--- config.mk ---
export PLATFORM = sky130hd
export DESIGN_NAME = fetch_unit_flat
export DESIGN_NICKNAME = d
export VERILOG_FILES = /design/src/rtl/fetch_unit_if.sv /design/src/rtl/fetch_unit.sv /design/src/flat_wrapper.sv
export SDC_FILE = /design/constraint.sdc
export NUM_CORES = 1
export LEC_CHECK = 0
export CAP_MARGIN = 20
export CORE_ASPECT_RATIO = 1.5
export CORE_MARGIN = 2
export CORE_UTILIZATION = 45
export DETAILED_ROUTE_END_ITERATION = 10
export HOLD_SLACK_MARGIN = 0.15
export PLACE_DENSITY = 0.83
export SLEW_MARGIN = 20
export SYNTH_ARGS = -nofsm -noshare
export SYNTH_HDL_FRONTEND = slang
export SYNTH_SLANG_ARGS = --single-unit
--- constraint.sdc ---
create_clock -name clk -period 5.81 [get_ports clk]
set_clock_uncertainty 0.2 [all_clocks]
set_input_delay 0.581 -clock clk [delete_from_list [all_inputs] [get_ports clk]]
set_output_delay 0.581 -clock clk [all_outputs]
set_load 0.03 [all_outputs]
--- src/rtl/fetch_unit_if.sv ---
// Fetch-unit boundary bundle: instruction-bus handshake, redirect/hazard inputs
// from later stages, and the fetch bundle presented to the IF/ID register.
interface fetch_unit_if;
    logic        ireq_valid;
    logic [63:0] ireq_addr;
    logic        iresp_data_ok;
    logic [31:0] iresp_data;
    logic        id_ready;
    logic        stallpc;
    logic        redirect_valid;
    logic [63:0] redirect_pc;
    logic        out_valid;
    logic [63:0] out_pc;
    logic [31:0] out_instr;

    // master = the fetch unit itself
    modport master (
        output ireq_valid, ireq_addr, out_valid, out_pc, out_instr,
        input  iresp_data_ok, iresp_data, id_ready, stallpc, redirect_valid, redirect_pc
    );

    // slave = bus, decode and redirect sources surrounding the fetch unit
    modport slave (
        input  ireq_valid, ireq_addr, out_valid, out_pc, out_instr,
        output iresp_data_ok, iresp_data, id_ready, stallpc, redirect_valid, redirect_pc
    );
endinterface

--- src/rtl/fetch_unit.sv ---
// Instruction-fetch front end: one outstanding bus request, a single-entry
// instruction buffer, and redirect handling that discards superseded responses.
module fetch_unit #(
    parameter logic [63:0] RESET_PC = 64'h8000_0000
) (
    input  logic          clk,
    input  logic          reset,
    fetch_unit_if.master  bus
);

    typedef enum logic [1:0] {FETCH, DROP, HOLD} state_e;

    state_e      state_q, state_d;
    logic [63:0] pc_q, pc_d;
    logic [63:0] req_addr_q, req_addr_d;
    logic [31:0] instr_buf_q, instr_buf_d;

    always_ff @(posedge clk or negedge reset) begin
        if (!reset) begin
            state_q     <= FETCH;
            pc_q        <= RESET_PC;
            req_addr_q  <= RESET_PC;
            instr_buf_q <= '0;
        end else begin
            state_q     <= state_d;
            pc_q        <= pc_d;
            req_addr_q  <= req_addr_d;
            instr_buf_q <= instr_buf_d;
        end
    end

    always_comb begin
        state_d     = state_q;
        pc_d        = pc_q;
        req_addr_d  = req_addr_q;
        instr_buf_d = instr_buf_q;
        unique case (state_q)
            FETCH: begin
                if (bus.redirect_valid) begin
                    pc_d = bus.redirect_pc;
                    // The in-flight request cannot be withdrawn; if it is not
                    // finishing now, wait in DROP for its response to discard.
                    if (bus.iresp_data_ok) req_addr_d = bus.redirect_pc;
                    else                   state_d    = DROP;
                end else if (bus.iresp_data_ok) begin
                    instr_buf_d = bus.iresp_data;
                    state_d     = HOLD;
                end
            end
            DROP: begin
                if (bus.redirect_valid) pc_d = bus.redirect_pc;
                if (bus.iresp_data_ok) begin
                    req_addr_d = bus.redirect_valid ? bus.redirect_pc : pc_q;
                    state_d    = FETCH;
                end
            end
            HOLD: begin
                if (bus.redirect_valid) begin
                    pc_d       = bus.redirect_pc;
                    req_addr_d = bus.redirect_pc;
                    state_d    = FETCH;
                end else if (bus.id_ready && !bus.stallpc) begin
                    pc_d       = pc_q + 64'd4;
                    req_addr_d = pc_q + 64'd4;
                    state_d    = FETCH;
                end
            end
            default: state_d = FETCH;
        endcase
    end

    // Outputs depend on registers only.
    assign bus.ireq_valid = (state_q != HOLD);
    assign bus.ireq_addr  = req_addr_q;
    assign bus.out_valid  = (state_q == HOLD);
    assign bus.out_pc     = pc_q;
    assign bus.out_instr  = instr_buf_q;

    a_req_stable: assert property (@(posedge clk) disable iff (!reset)
        (bus.ireq_valid && !bus.iresp_data_ok) |=> (bus.ireq_valid && $stable(bus.ireq_addr)));

endmodule
--- src/flat_wrapper.sv ---
// flat-port wrapper written by rule: the top's interface ports become plain ports
module fetch_unit_flat 
#(
    parameter logic [63:0] RESET_PC = 64'h8000_0000
)
  (clk, reset, bus_ireq_valid, bus_ireq_addr, bus_out_valid, bus_out_pc, bus_out_instr, bus_iresp_data_ok, bus_iresp_data, bus_id_ready, bus_stallpc, bus_redirect_valid, bus_redirect_pc);
  fetch_unit_if bus_i ();
  input  logic clk;
  input  logic reset;
  output wire logic [$bits(bus_i.ireq_valid)-1:0] bus_ireq_valid;
  output wire logic [$bits(bus_i.ireq_addr)-1:0] bus_ireq_addr;
  output wire logic [$bits(bus_i.out_valid)-1:0] bus_out_valid;
  output wire logic [$bits(bus_i.out_pc)-1:0] bus_out_pc;
  output wire logic [$bits(bus_i.out_instr)-1:0] bus_out_instr;
  input wire logic [$bits(bus_i.iresp_data_ok)-1:0] bus_iresp_data_ok;
  input wire logic [$bits(bus_i.iresp_data)-1:0] bus_iresp_data;
  input wire logic [$bits(bus_i.id_ready)-1:0] bus_id_ready;
  input wire logic [$bits(bus_i.stallpc)-1:0] bus_stallpc;
  input wire logic [$bits(bus_i.redirect_valid)-1:0] bus_redirect_valid;
  input wire logic [$bits(bus_i.redirect_pc)-1:0] bus_redirect_pc;
  assign bus_ireq_valid = bus_i.ireq_valid;
  assign bus_ireq_addr = bus_i.ireq_addr;
  assign bus_out_valid = bus_i.out_valid;
  assign bus_out_pc = bus_i.out_pc;
  assign bus_out_instr = bus_i.out_instr;
  assign bus_i.iresp_data_ok = bus_iresp_data_ok;
  assign bus_i.iresp_data = bus_iresp_data;
  assign bus_i.id_ready = bus_id_ready;
  assign bus_i.stallpc = bus_stallpc;
  assign bus_i.redirect_valid = bus_redirect_valid;
  assign bus_i.redirect_pc = bus_redirect_pc;
  fetch_unit #(.RESET_PC(RESET_PC)) u_core (.clk(clk), .reset(reset), .bus(bus_i));
endmodule
* Word level (Yosys, flattened, before mapping)
Cells that the tools add are included.
** Storage, ports and cells
- RAM bits :: 0
- Input bits :: 102
- ROM bits :: 0
- Latch bits :: 0
- Logic and storage cells :: 40
- Memories kept :: 0
- Bits in registers :: 162
** Operators by class
- Magnitude comparators :: 0
- Multipliers :: 0
- Muxes and demuxes :: 15
- Shifts and indexed selects :: 0
- Add/subtract/negate cells :: 1
- Bitwise logic cells :: 1
- Equality and inequality tests :: 9
- Reductions and logical operators :: 10
- Divide/modulo/power cells :: 0
** Operators by type and width (count)
- 64-bit 2-to-1 mux :: 6
- 64-bit one-hot mux with 3 select lines :: 1
- 64-bit one-hot mux with 2 select lines :: 1
- 64-bit by 3-bit adder with 64-bit output, second input constant :: 1
- 2-bit 2-to-1 mux :: 6
- 2-bit inequality test, second input constant :: 4
- 3-bit inequality test, second input constant :: 2
- 2-bit one-hot mux with 3 select lines :: 1
- 5-bit AND reduction :: 1
- 4-bit AND reduction :: 1
- 3-bit by 1-bit inequality test with 1-bit output, second input constant :: 1
- 3-bit AND reduction :: 1
- 3-bit nonzero test :: 1
- 2-bit by 1-bit equality test with 1-bit output, second input constant :: 1
- 2-bit equality test, second input constant :: 1
- 2-bit logical NOT :: 1
- 2-bit AND reduction :: 1
- 2-bit nonzero test :: 1
- 2-bit OR reduction :: 1
- 1-bit logical AND :: 1
- 1-bit logical NOT :: 1
- 1-bit inverter :: 1

* Longest topological paths before layout
- Word-level depth :: 5
- Mapped depth :: 10
- Gate-level depth less buffers :: 8

* Worst setup path before layout
Ideal clock, no wire load.
- Path kind :: register to register
- Start :: register u_core.pc_q[2] (netlist: u_core.bus.out_pc[2])
- End :: register u_core.pc_q[50] (netlist: u_core.bus.out_pc[50])
- Library setup time :: 0.128 ns
- Arrival time :: 3.001 ns
- Slack :: 2.481 ns
- Buffers on the path :: 3
- Cell stages (with the launch flop) :: 11
- Period minus slack after synthesis :: 3.329 ns
- Data required time :: 5.482 ns
- Path through :: dfrtp_1 ha_1 buf_2 nand4_4 or4_1 buf_2 or3_4 buf_6 or4_4 mux2i_1 nand3_1
** Between the ends
- Word-level cells in the longest chain between the ends :: 4
** Ends and longest elaborated chain
- from (decl) :: RTL line fetch_unit.sv:14 : logic [63:0] pc_q, pc_d;
- from (signal assigned) :: RTL line fetch_unit.sv:26 : pc_q <= pc_d;
- 64-bit by 3-bit adder with 64-bit output :: RTL line fetch_unit.sv:63 : pc_d = pc_q + 64'd4;
- 64-bit 2-to-1 mux :: RTL line fetch_unit.sv:62 : end else if (bus.id_ready && !bus.stallpc) begin
- 64-bit 2-to-1 mux :: RTL line fetch_unit.sv:58 : if (bus.redirect_valid) begin
- 64-bit one-hot mux with 2 select lines :: RTL line fetch_unit.sv:37 : unique case (state_q)
Every way passes these cells. The select of a mux whose other input is x is not followed.
A chain may end at the register's enable or synchronous reset.

* Worst setup path in the final report
- Start :: register u_core.state_q[0]
- End :: output port bus_ireq_valid
** Between the ends
- Word-level cells in the longest chain between the ends :: 1
** Ends and longest elaborated chain
- from (decl) :: RTL line fetch_unit.sv:13 : state_e state_q, state_d;
- from (signal assigned) :: RTL line fetch_unit.sv:25 : state_q <= state_d;
- 2-bit inequality test :: RTL line fetch_unit.sv:73 : assign bus.ireq_valid = (state_q != HOLD);
- to (decl) :: RTL line flat_wrapper.sv:10 : output wire logic [$bits(bus_i.ireq_valid)-1:0] bus_ireq_valid;
Every way passes these cells.

==> metrics.md <==
| Metric | Value |
|---|---|
| Largest net degree at the start of global routing | `73` |
| Die H | `191.3 um` |
| FFs w/ async S/R, synth | `100.0%` |
| H-tree depth | `4` |
| Slew HR | `27.16%` |
| Grt total ovfl | `0` |
| Tightest Pin Transition | `1.089 ns` |
| Synth-to-layout area growth | `31.73%` |
| Peak supply drop | `0.0004059 V` |
| Commonest non-fill, non-tap cell in the layout | `clkdlybuf4s50_1` |
| Fin crit share | `66.08%` |
| CP Launch Type | `flip-flop` |
| Netlist cell types | `74` |
| TritonCTS clock tree | `done` |
| Warnings from Yosys | `0` |
| Fin crit period | `3.839 ns` |
| Dpl ws | `2.012 ns` |
| Cts bufs inserted | `17` |
| Syn nets | `1,385` |
| Complex-gate fraction of the synthesized area | `27.18%` |
| Routed met2 length | `20.67 mm` |
| Via density | `6.776` |
| Largest family of logic cells by synthesized area | `compound AO/OA/AOI/OAI gates` |
| Max-slew violations | `0` |
| Status | `completed` |
| Most used DFF post-synth | `dfrtp_1` |
| Slowest CP cell | `clkdlybuf4s50_1` |
| Die area | `24,660 sq um` |
| Worst EP required | `5.03 ns` |
| Mux contribution to synthesized area | `5.847%` |
| GPL Wtd Cong | `1.041` |
| Detail Route Antenna Nets | `0` |
| Placed insts | `1,724` |
| Mapped Area | `10,530 sq um` |
| Final worst slack | `1.971 ns` |
| Deepest clock path buffer count | `2` |
| N_diodes | `0` |
| DIE WIDTH | `128.9 um` |
| Fmax achieved | `260.5 MHz` |
| CP Cell Sequence | `inv_1 > ha_2 > clkinv_1 > buf_4 > clkdlybuf4s50_1` |
| Worst Setup Path Type | `reg -> out` |
| Synth Area in Adders | `0.5942%` |
| RSZ-0062 raised after global routing | `no` |
| Overall routed net length | `42.87 mm` |
| Initial antenna violation count | `0` |
| Cell Pwr Density | `612.0 nW/um^2` |
| IO buf count | `263` |
| Post-DP HPWL | `30.12 mm` |
| Syn_area_per_cell | `8.238 sq um` |
| Share of layout cells above drive strength 1 | `8.796%` |
| Final routed DRC violation total | `0` |
| Sink Count | `162` |
| CP peak stage delay | `0.63 ns` |
| Gr usage total | `34.44%` |
| WL per Instance | `24.39 um` |
| CTS root buffer | `clkbuf_16` |
| Worst-path clk slew | `0.07 ns` |
| Post-Synth XOR/XNOR Area | `1.498%` |
| Post-CTS resize count | `0` |
| Setup TNS | `0 ns` |
| WP data arrival | `3.06 ns` |
| Mapped Cells | `1,278` |
| Nets | `1,572` |
| Core area | `22,970 sq um` |
| Post-synth EDFFs | `0` |
| Final Cell Area | `13,870 sq um` |
| Synthesized flop and latch total | `162` |
| Row count | `68` |
| Clock latency on the worst-skew pair | `0.44 ns` |
| Pleak | `5.126 nW` |
| Met1 wire length | `15.69 mm` |
| Final Hold Fails | `0` |
| Non-filler instance count after layout | `1,758` |
| Synth Area in Simple Gates | `21.24%` |
| Via count | `11,913` |
| Max-cap viol count | `0` |
| First-pass DRT Iterations | `9` |
| First-pass GRT wire length | `65.41 mm` |
| Setup violations, final | `0` |
| Most frequent cells in the layout | `261 x clkdlybuf4s50_1, 160 x dfrtp_1, 129 x o21ai_0, 123 x a21oi_1` |
| Vias in the first global route | `11,412` |
| Sequential-to-total area share from yosys stat | `38.53%` |
| Initial Utilization | `45.83%` |
| Final Util | `60.37%` |
| Initial DRC Count | `1,754` |
| Met3 wire len | `3.927 mm` |
| Setup crit end kind | `output pin` |
| Critical path peak fanout | `21` |
| Top Ports | `264` |
| Hold WC Path Type | `reg -> reg` |
| Dpl cell area | `13,270 sq um` |
| Top sig layer | `met4` |
-- worst paths after layout --
path | cells after the start | slack (ns) | to | from
worst max-delay path | 5 | 1.97 | bus_ireq_valid | u_core.state_q[0]$_DFFE_PN0P_
worst min-delay path | 2 | 0.28 | u_core.bus.ireq_addr[31]$_DFFE_PN1P_ | u_core.bus.ireq_addr[31]$_DFFE_PN1P_
worst max register to register | 7 | 2.08 | u_core.bus.ireq_addr[42]$_DFFE_PN0P_ | u_core.bus.out_pc[2]$_DFFE_PN0P_
worst min register to register | 2 | 0.28 | u_core.bus.ireq_addr[31]$_DFFE_PN1P_ | u_core.bus.ireq_addr[31]$_DFFE_PN1P_
max in group asynchronous | 4 | 3.95 | u_core.bus.ireq_addr[6]$_DFFE_PN0P_ | reset
min in group asynchronous | 2 | 0.41 | u_core.bus.out_pc[62]$_DFFE_PN0P_ | reset
-- critical path: cells and delay by family (launching register included) --
| family | cells | cell delay [ns] |
|---|---|---|
| adder cells (fa/ha/maj) | 1 | 0.47 |
| buffers and inverters | 4 | 1.71 |
| flip-flops | 1 | 0.42 |
-- what timing repair did --
| action | in CTS | in global routing |
|---|---|---|
| hold buffers | 1 | 0 |
| buffers inserted | 0 | 0 |
| endpoints found under the hold margin | 40 | 0 |
-- metrics by stage --
| step | power (mW) | hold WS [ns] |
|---|---|---|
| floorplan | 5.193 | 0.08541 |
| global placement | 7.177 | 0.2645 |
| detailed placement | 7.272 | 0.2677 |
| CTS | 8.410 | 0.2847 |
| global route | 8.895 | 0.3032 |
| finish | 8.488 | 0.2843 |
-- metal layers --
metal | vias up | GRT usage [%]
li1 | 5221 | -
met4 | 0 | 20.32
met1 | 5687 | 42.75
met3 | 188 | 6.549
met5 | - | 0
met2 | 817 | 55.45
-- kinds of logic after synthesis --
family,count (synthesis)
AOI/OAI and AO/OA,453
and+or+nand+nor,445
DFF,162
buffers and inverters,139
muxes,56
xor gates and xnor gates,18
adders and majority gates,5
-- Yosys cell counts (14+ instances only) --
master,instances,share of area [%]
dfrtp_1,160,38
o21ai_0,129,6.1
a21oi_1,124,5.9
nor2_1,102,3.6
nand2_1,101,3.6
clkbuf_1,99,3.5
nor3_1,45,2.1
mux2_2,44,4.7
nand3_1,44,2.1
nand4_1,39,2.3
nor4_1,28,1.7
o22ai_1,21,1.2
a221oi_1,20,1.7
a31oi_1,20,1.2
and3_1,19,1.1
buf_1,16,0.57
a32oi_1,14,1.2
inv_1,14,0.50
or3_1,14,0.83
-- sequential cells by signal, summed over array words and instances (netlist names) --
register              cells
u_core.bus.ireq_addr     64
u_core.bus.out_instr     32
u_core.bus.out_pc        64
u_core.state_q            2
-- cell type report --
cell class	instances	area, sq um
clock buffers	22	464.2
clock inverters	10	101.3
fillers	1959	9104
inverters	16	60.06
multi-input cells	977	5972
flip-flops and latches	162	4056
well taps	280	350.3
repair buffers	291	2864
-- power by group --
| group | switching, mW | internal (mW) | total, mW |
|---|---|---|---|
| clock | 0.509 | 0.618 | 1.13 |
| combinational | 3.19 | 1.87 | 5.06 |
| sequential | 0.642 | 1.66 | 2.30 |
(Power assumes the default switching activity.)
